--- config.mk ---
export PLATFORM = sky130hd
export DESIGN_NAME = trisc_ctrl_seq
export DESIGN_NICKNAME = d
export VERILOG_FILES = /design/src/rtl/trisc_ctrl_seq.sv
export SDC_FILE = /design/constraint.sdc
export NUM_CORES = 1
export LEC_CHECK = 0
export ABC_AREA = 1
export CAP_MARGIN = 20
export CORE_MARGIN = 8
export CORE_UTILIZATION = 43
export CTS_CLUSTER_DIAMETER = 120
export CTS_CLUSTER_SIZE = 10
export DETAILED_ROUTE_END_ITERATION = 16
export PLACE_DENSITY_LB_ADDON = 0.1
export RECOVER_POWER = 100
export SLEW_MARGIN = 20
export SYNTH_ARGS = -nofsm -noshare
export SYNTH_HDL_FRONTEND = slang
export SYNTH_SLANG_ARGS = --single-unit
--- constraint.sdc ---
create_clock -name CLK -period 1.7 [get_ports CLK]
set_clock_uncertainty 0.05 [all_clocks]
set_input_delay 0.255 -clock CLK [delete_from_list [all_inputs] [get_ports CLK]]
set_output_delay 0.255 -clock CLK [all_outputs]
set_load 0.005 [all_outputs]
--- src/rtl/trisc_ctrl_seq.sv ---
// trisc_ctrl_seq: one-hot T-state ring with registered instruction decode, jump resolution and halt/resume
module trisc_ctrl_seq #(
    parameter int IW    = 8,
    parameter int NT    = 6,
    parameter int FETCH = 3
) (
    input  logic          CLK,
    input  logic          RST,
    input  logic          EN,
    input  logic [IW-1:0] IR,
    input  logic          ZF,
    input  logic          NF,
    input  logic          RUN,
    output logic [NT-1:0] T,
    output logic [10:0]   ID,
    output logic          ILL,
    output logic          JMP_TAKEN,
    output logic          HALTED
);
    logic [3:0]    op;
    logic [10:0]   dec_id;
    logic          jmp_res;
    logic [NT-1:0] t_q, t_d;
    logic [10:0]   id_q, id_d;
    logic          ill_q, ill_d;
    logic          jt_q, jt_d;
    logic          halted_q, halted_d;

    assign op = IR[IW-1:IW-4];

    if (IW > 4) begin : g_unused
        logic unused_ir;
        assign unused_ir = ^IR[IW-5:0];
    end

    // One-hot decode of the opcode; undefined opcodes decode to all zeros
    always_comb begin
        dec_id = '0;
        case (op)
            4'h0: dec_id[0] = 1'b1;
            4'h1: dec_id[1] = 1'b1;
            4'h2: dec_id[2] = 1'b1;
            4'h3: dec_id[3] = 1'b1;
            4'h4: dec_id[4] = 1'b1;
            4'h6: dec_id[5] = 1'b1;
            4'h7: dec_id[6] = 1'b1;
            4'h8: dec_id[7] = 1'b1;
            4'hC: dec_id[8] = 1'b1;
            4'h9: dec_id[9] = 1'b1;
            4'hF: dec_id[10] = 1'b1;
            default: dec_id = '0;
        endcase
    end

    assign jmp_res = dec_id[7] | (dec_id[8] & ZF) | (dec_id[9] & NF);

    // Next state: resume while halted, freeze on HLT in the first execute state, otherwise rotate the ring
    always_comb begin
        t_d      = t_q;
        id_d     = id_q;
        ill_d    = ill_q;
        jt_d     = jt_q;
        halted_d = halted_q;
        if (EN) begin
            if (halted_q) begin
                if (RUN) begin
                    t_d      = NT'(1);
                    id_d     = '0;
                    ill_d    = 1'b0;
                    jt_d     = 1'b0;
                    halted_d = 1'b0;
                end
            end else if (t_q[FETCH] && id_q[10]) begin
                halted_d = 1'b1;
            end else begin
                t_d = {t_q[NT-2:0], t_q[NT-1]};
                if (t_q[FETCH-1]) begin
                    id_d  = dec_id;
                    ill_d = ~|dec_id;
                    jt_d  = jmp_res;
                end else if (t_q[NT-1]) begin
                    id_d  = '0;
                    ill_d = 1'b0;
                    jt_d  = 1'b0;
                end
            end
        end
    end

    // State registers with asynchronous reset to T0 and cleared decode
    always_ff @(posedge CLK or posedge RST) begin
        if (RST) begin
            t_q      <= NT'(1);
            id_q     <= '0;
            ill_q    <= 1'b0;
            jt_q     <= 1'b0;
            halted_q <= 1'b0;
        end else begin
            t_q      <= t_d;
            id_q     <= id_d;
            ill_q    <= ill_d;
            jt_q     <= jt_d;
            halted_q <= halted_d;
        end
    end

    assign T         = t_q;
    assign ID        = id_q;
    assign ILL       = ill_q;
    assign JMP_TAKEN = jt_q;
    assign HALTED    = halted_q;
endmodule

==> out/results.tsv <==
metric	value	unit
clk_lat worst skew	290	ps
clk slew on worst S/H paths	110	ps
Die X	63.2	um
Final WS setup	55.4	ps
CP delay by family, top	flip-flops	
GRT met1 Usage	0.128	
Port Buffers	29	
WP buf/inv	1	
crit path DAT	1340	ps
CP Capture Type	primary output	
LEAKAGE	0.701	nW
# IOs	34	
stages on the worst setup path	1	
placed cell areas	1290	um2
row cnt	17	
Root Buffer	clkbuf_4	
worst reg2reg setup slack	200	ps
synthesis warning total	0	
routability-driven placement congestion ratio	0.821	
peak supply drop	0.536	mV
Setup WS pre-CTS	130	ps
routed wire length per instance	12.2	um
Critical Path RT	1390	ps
routed vias/inst	4.76	
critical path class	flip-flop to primary output	
via count	866	
DRC	0	
final instance area	1300	um2
CP peak stage delay	550	ps
Initial Utilization	0.446	
setup violators final	0	
maximum net fanout on the critical path	3	
hold buffer count at CTS	0	
Fmax achieved	0.608	GHz
Slowest-stage cell, CP	dfstp_2	
initial antenna violation count	0	
fin nets	169	
r2r startpoint	HALTED	
crit-path cells	clkdlybuf4s50_1	
endpoints failing hold	0	
grt met3 use	0.0424	
clock sink count	20	
Mapped Cells	119	
initial DRC count	25	
CTS tree	built	
Post-Synthesis Net Count	133	
worst min-delay path class	flip-flop to flip-flop	
outcome	finished clean	
HPWL Detailed	1740	um
mapped cell area	957	um2
share of post-route cells with drive strength above 1	0.0584	
CORE AREA	2150	um2
Tot GR Track Use	0.113	
P&R area growth vs syn	35.9	%
Die H	63.2	um
Power Density	774	nW/um2
r2r endpoint	JMP_TAKEN	
Hold Crit Start	ILL	
die area	3990	um2
max-cap violations	0	
number of global-route vias before repair	875	
diodes inserted	0	
Num CTS Buffers	3	
1st-pass router iterations	4	
WL final	2210	um
number of routed nets with antenna violations	0	
Slew Viols, Final	0	
Slew @ Worst Pin	1060	ps
Final Cycle Share	0.967	
global route hottest layer	met2	
type of origin of the critical path	flip-flop	
# fillers	211	
Max-slew headroom	0.296	
syn avg cell area	8.04	um2
FF+latch count, synth	20	
Overflow after GRT	0	
largest net degree at the start of global routing	21	
CTS max path bufs	2	
RSZ-0062 raised after global routing	false	
register area share after synthesis	0.524	
TNS Setup	0	ps
post-synth cell types	18	
number of H-tree levels	1	
CP Launch Point	T[0]	
first-pass GRT wire length	3750	um
clock period minus worst slack	1640	ps
met2 usage	0.191	
Reg2Reg Depth	6	
Setup crit end	T[0]	
routing by layer:
metal | up-vias | part of all wire
met5 | - | 0
met4 | 0 | 0.0081
met3 | 2 | 0.066
met2 | 23 | 0.47
met1 | 398 | 0.46
li1 | 443 | -
flip-flops by register name, summed over array words and instances (netlist names):
name,flops
JMP_TAKEN,1
ILL,1
ID,11
HALTED,1
T,6
how the worst min path moves through the flow:
stage	to	slack, ps	cells past startpoint
2_1_floorplan	HALTED	170	1
3_3_place_gp	ID[7]	410	2
3_5_place_dp	ID[3]	410	2
4_1_cts	ID[3]	230	3
5_1_grt	ID[0]	460	2
6_report	ILL	430	2
cells in the final DEF (no fill, tap or decap):
cell             Yosys  layout
a21oi_1              1       1
buf_4                0       1
clkbuf_1             0       2
clkbuf_4             0       3
clkbuf_8             0       1
clkdlybuf4s50_1      0      10
dfrtp_1             19      19
dfstp_2              1       1
dlygate4sd3_1        0      19
inv_1               11      12
nand2_1             42      44
nand2_2              2       1
nand3_1             11      11
nand3_2              1       1
nand3b_1             3       3
nor2_1              11      12
nor3_1               1       1
o21ai_0              6      10
o21ai_1              4       1
o21ai_2              2       1
repair_timing:
item	in CTS	in global routing
buffers inserted	0	1
setup endpoints to repair	0	1
gates resized for setup	0	0
cell usage after synthesis:
master,n,area share
dfstp_2,1,0.027
nand2_4,1,0.012
nand2_1,42,0.16
dfrtp_1,19,0.50
o21ai_1,4,0.021
a21oi_1,1,0.0052
o21ai_2,2,0.018
nand3b_1,3,0.024
inv_1,11,0.043
nand2_2,2,0.013
o21ai_0,6,0.031
nor2_1,11,0.043
nor3_1,1,0.0052
nand3_2,1,0.010
nor2_4,1,0.012
inv_2,1,0.0039
buf_6,1,0.012
nand3_1,11,0.058
worst register-to-register path: cells and delay by family, from the launching register on:
kind / cells / cell delay, ps
simple gates: 6 / 890
flops: 1 / 450
logic make-up after synthesis:
group	count (synthesis)	synth area share
AOI/OAI and AO/OA	13	0.0758
DFF	20	0.524
and+or+nand+nor	73	0.341
buffers and inverters	13	0.0588
cell type report:
type / instances / area [um2] / area share
Clock buffer: 4 / 36.3 / 0.0279
Inverter: 12 / 45.0 / 0.0346
Multi-Input combinational cell: 86 / 378 / 0.290
Sequential cell: 20 / 502 / 0.386
Tap cell: 28 / 35.0 / 0.0269
Timing Repair Buffer: 32 / 305 / 0.235
metrics by stage:
step	instances	hold slack [ps]	power, mW	util
final	182	432	1.01	0.606
after CTS	181	231	1.03	0.616
after global routing	182	457	1.07	0.606
after detailed placement	177	415	0.765	0.599
after global placement	177	412	0.758	0.599
after floorplan	119	168	0.650	-
power breakdown:
| part | leakage (nW) | internal, mW | switching [mW] | total (mW) |
|---|---|---|---|---|
| logic | 0.410 | 0.0956 | 0.108 | 0.203 |
| registers | 0.269 | 0.509 | 0.0241 | 0.533 |
| clock network | 0.0210 | 0.130 | 0.140 | 0.270 |
| total | 0.701 | 0.735 | 0.272 | 1.01 |
Note: power is estimated with default switching activity, not from simulation.
